## src/rtl/frame_pixel_server.sv

```systemverilog
// frame_pixel_server: on-chip responder for the gray-scale framebuffer pixel
// protocol. It follows the VGA generator's next_pixel/frame_reset strobes and
// serves a 4-bit pixel from a small writable tile that repeats across the screen.
// Optional build macro FBSRV_TESTPATTERN_EN adds pattern_sel, which selects an
// XOR test pattern instead of the tile memory.
module frame_pixel_server #(
  parameter int unsigned H_PIXELS   = 640,
  parameter int unsigned V_LINES    = 480,
  parameter int unsigned TILE_LOG2  = 3,
  parameter int unsigned SCALE_LOG2 = 3
) (
  input  logic                   clk,
  input  logic                   rst_n,
  input  logic                   frame_next_pixel,
  input  logic                   frame_reset,
`ifdef FBSRV_TESTPATTERN_EN
  input  logic                   pattern_sel,
`endif
  input  logic                   wr_en,
  input  logic [2*TILE_LOG2-1:0] wr_addr,
  input  logic [3:0]             wr_data,
  output logic [3:0]             frame_pixel,
  output logic                   line_end,
  output logic                   frame_end
);

  localparam int unsigned XW    = $clog2(H_PIXELS);
  localparam int unsigned YW    = $clog2(V_LINES);
  localparam int unsigned AW    = 2 * TILE_LOG2;
  localparam int unsigned DEPTH = 1 << AW;

  logic [XW-1:0]        x, nx_c;
  logic [YW-1:0]        y, ny_c;
  logic                 line_wrap_c, frame_wrap_c;
  logic [TILE_LOG2-1:0] rd_row_c, rd_col_c;
  logic [AW-1:0]        rd_addr_c;
  logic [3:0]           pix_c;
  logic [3:0]           mem [DEPTH];

  // Next scan position; frame_reset wins over a same-cycle next_pixel.
  always_comb begin
    nx_c         = x;
    ny_c         = y;
    line_wrap_c  = 1'b0;
    frame_wrap_c = 1'b0;
    if (frame_reset) begin
      nx_c = '0;
      ny_c = '0;
    end else if (frame_next_pixel) begin
      if (x == XW'(H_PIXELS - 1)) begin
        nx_c        = '0;
        line_wrap_c = 1'b1;
        if (y == YW'(V_LINES - 1)) begin
          ny_c         = '0;
          frame_wrap_c = 1'b1;
        end else begin
          ny_c = y + YW'(1);
        end
      end else begin
        nx_c = x + XW'(1);
      end
    end
  end

  // Tile address of the next position; truncation makes the tile repeat.
  always_comb begin
    rd_row_c  = TILE_LOG2'(ny_c >> SCALE_LOG2);
    rd_col_c  = TILE_LOG2'(nx_c >> SCALE_LOG2);
    rd_addr_c = {rd_row_c, rd_col_c};
  end

  // Pixel source: memory with same-cycle write forwarding, or the test pattern.
  always_comb begin
    pix_c = mem[rd_addr_c];
    if (wr_en && (wr_addr == rd_addr_c)) begin
      pix_c = wr_data;
    end
`ifdef FBSRV_TESTPATTERN_EN
    if (pattern_sel) begin
      pix_c = 4'(nx_c >> SCALE_LOG2) ^ 4'(ny_c >> SCALE_LOG2);
    end
`endif
  end

  // Tile memory write port; contents survive reset.
  always_ff @(posedge clk) begin
    if (wr_en) begin
      mem[wr_addr] <= wr_data;
    end
  end

  // Position, pixel and wrap-pulse registers.
  always_ff @(posedge clk or negedge rst_n) begin
    if (!rst_n) begin
      x           <= '0;
      y           <= '0;
      frame_pixel <= '0;
      line_end    <= 1'b0;
      frame_end   <= 1'b0;
    end else begin
      x           <= nx_c;
      y           <= ny_c;
      frame_pixel <= pix_c;
      line_end    <= line_wrap_c;
      frame_end   <= frame_wrap_c;
    end
  end

endmodule
```

## config.mk

```make
export PLATFORM = sky130hd
export DESIGN_NAME = frame_pixel_server
export DESIGN_NICKNAME = d
export VERILOG_FILES = /design/src/rtl/frame_pixel_server.sv
export SDC_FILE = /design/constraint.sdc
export NUM_CORES = 1
export LEC_CHECK = 0
export CAP_MARGIN = 20
export CORE_MARGIN = 1
export CORE_UTILIZATION = 50
export CTS_CLUSTER_DIAMETER = 150
export DETAILED_ROUTE_END_ITERATION = 6
export PLACE_DENSITY = 0.73
export SYNTH_ARGS = -nofsm -noshare
export SYNTH_HDL_FRONTEND = slang
export SYNTH_SLANG_ARGS = --single-unit
```

## constraint.sdc

```tcl
create_clock -name clk -period 6.9 [get_ports clk]
set_input_delay 1.38 -clock clk [delete_from_list [all_inputs] [get_ports clk]]
set_output_delay 1.38 -clock clk [all_outputs]
set_load 0.05 [all_outputs]
```

==> impl_metrics.yaml <==
logic_synthesis:
  yosys-top-cells-area: "edfxtp_1, nand2_1, dfrtp_1"
  syn_area_mm2: 0.0121
  synth_top_area_share: 0.633
  synth-main-ff-cell: "edfxtp_1"
  synth.avg_cell_area_um2: 12.6
  yosysWarningCount: 0
  synth_compound_area_frac: 0.0779
  synth_cell_types: 66
  synth_edf_count: 256
  syn_nets: 977
  yosys-top-cells-count: "edfxtp_1, nand2_1, nor2_1"
  yosys.area_share.simple: 0.156
  yosys.area_share.xor_xnor: 0.0114
  yosysMostFrequentCell: "edfxtp_1"
  synth_fa_ha_area_frac: 0.00206
  synthArstFlopShare: 0.0890
  synthCells: 960
  synthMuxAreaShare: 0.0395
  ys_seq_area_frac: 0.685
  ys_ff_latch: 281
  synth_top_cell_by_area: "edfxtp_1"
  synth_top_family_by_area: "simple AND/OR/NAND/NOR gates"
cells_and_area:
  final_cells: 1309
  drive_gt1_frac: 0.0960
  fin_util: 0.577
  fin_area_mm2: 0.0136
  antennaDiodeCount: 0
  n_fill_cell: 1846
  final_nets: 985
  area_growth_pct: 12.3
clock_tree:
  cts_num_sinks: 281
  htree_num_levels: 1
  clockBufferDepth: 3
  post_cts_buffers: 0
  cts_tree: "yes"
  cts_root_buffer: "clkbuf_16"
  cts.clk_slew.worst_paths_ps: 60
  clk_latency_ps: 550
  ctsHoldBuffers: 0
  cts_buffers: 28
  post_cts_resized: 0
placed_design:
  io_buffers: 20
  hpwlAfterDp_mm: 17.7
  placed_area_mm2: 0.0126
  placed_cells: 1254
  preCtsSetupSlack_ps: 1640
  gp_congestion: 0.877
critical_path:
  crit_top_cell: "nand4_1"
  required_ps: 7310
  critical_path.endpoint_type: "register"
  cp.arrival_ps: 4830
  cp_slowest_stage_delay_ps: 710
  crit_buf_inv: 4
  slowest_stage: "nor3_4"
  crit_path_cell_trace: "clkdlybuf4s50_1, nand3_1, nor3_4, o21ai_4, buf_4, inv_2, buf_12, mux4_2, nand2_1, nand4_1, nand4_1, a31oi_1"
  cp_top_family: "buffers and inverters"
  crit_type: "in2reg"
  critPathMaxFanout: 38
  start_kind: "input port"
drt:
  drt_iter0_markers: 1175
  totalWireLength_mm: 29.7
  viasPerCell: 6.10
  drc: 0
  vias: 7988
  antenna_left: 0
  wl_per_cell_um: 22.7
  dr.pass1.iters: 5
timing:
  holdWs_ps: 561
  min_period_ps: 4420
  rsz0062_at_grt: "false"
  setup_slack_ps: 2480
  fin_worst_skew_ps: 9.18
  slew_viol_final: 0
  final_hold_viol_count: 0
  setup_violations: 0
  fmax_mhz: 226
  worst_slew_pin_slew_ps: 896
  post-route-period-util: 0.641
  fin_setup_tns_ps: 0
  slew_headroom: 0.402
pwr:
  power_mw: 3.67
  p_per_area_mw_per_mm2: 269
  p_leak_nw: 4.53
  irDropWorstVdd_v: 0.000234
flow_run:
  max-cap-violations: 0
floorplanning:
  die_x_um: 158
  die_y_um: 158
  io_pins: 21
  rows: 56
  die_area_mm2: 0.0249
  core_mm2: 0.0236
  initial_core_util: 0.514
global_route:
  grt_antenna_before_repair: 0
  grt_pass1_vias: 7765
  grt_usage: 0.247
  grt_pass1_wl_mm: 45.4
  grt-ovfl-total: 0
  grt_start_max_net_pins: 66
worst_hold_path:
  hold_path.class: "reg2reg"
run_status:
  outcome: "finished, final reports clean"
layer usage:
| layer | vias up | track usage | wire, µm |
|---|---|---|---|
| met1 | 3872 | 0.337 | 11900 |
| met2 | 449 | 0.385 | 13700 |
| li1 | 3589 | - | - |
| met4 | 0 | 0.108 | 1130 |
| met3 | 78 | 0.0515 | 2930 |
| met5 | - | 0 | 0 |
tightest hold or removal path: stages, from the launching register on:
cell and delay [ps]:
dfrtp_1 400, nand2_1 70, a21oi_1 50
cell usage in the layout (no fill, tap or decap), types with 4 or more instances in the layout:
cell	count
a211oi_1	19
a21boi_0	5
a21oi_1	14
a22oi_1	6
a311o_1	4
a311oi_1	6
a31oi_1	21
and3_1	10
buf_2	4
buf_4	15
bufinv_16	7
clkbuf_1	4
clkbuf_16	29
clkdlybuf4s50_1	16
clkinv_1	4
clkinv_2	5
dfrtp_1	25
edfxtp_1	256
inv_1	9
mux2i_1	22
mux4_2	9
nand2_1	188
nand3_1	82
nand4_1	13
nor2_1	93
nor3_1	5
nor4_1	6
o211ai_1	4
o21ai_0	29
or3_1	4
xnor2_1	6
xor2_1	7
worst paths after layout:
kind | start | slack [ps] | to | depth (start not counted)
min in group asynchronous | rst_n | 1200 | x[1] | 2
max | frame_next_pixel | 2480 | frame_pixel[0] | 12
max reg2reg | x[4] | 3260 | frame_pixel[0] | 11
max in group asynchronous | rst_n | 5430 | frame_pixel[1] | 2
min reg2reg | y[7] | 560 | y[7] | 2
min | y[7] | 560 | y[7] | 2
cell type report:
type                    count  area (µm²)  share of cell area
well taps                 319         399              0.0293
inverters                  11        43.8             0.00321
repair buffers             37         333              0.0244
clock buffers              34         754              0.0553
multi-input cells         609        3520               0.258
flip-flops and latches    281        8310               0.610
clock inverters            18         268              0.0196
power by group:
group / switching, mW / internal (mW) / leakage, nW
clock: 0.632 / 1.04 / 0.502
sequential: 0.00705 / 1.87 / 2.64
combinational: 0.0866 / 0.0305 / 1.39
sequential cells by signal (all words and copies together), names as in the netlist:
register,count
frame_end,1
frame_pixel,4
line_end,1
mem,256
x,10
y,9
cells by family (layout without fill, tap and decap cells):
family	count (synthesis)	count (layout)
adders and majority gates	2	2
buffers and inverters	70	100
muxes	35	35
AOI/OAI and AO/OA	133	133
DFF	281	281
and+or+nand+nor	424	424
xor gates and xnor gates	15	15
(Power assumes the default switching activity.)
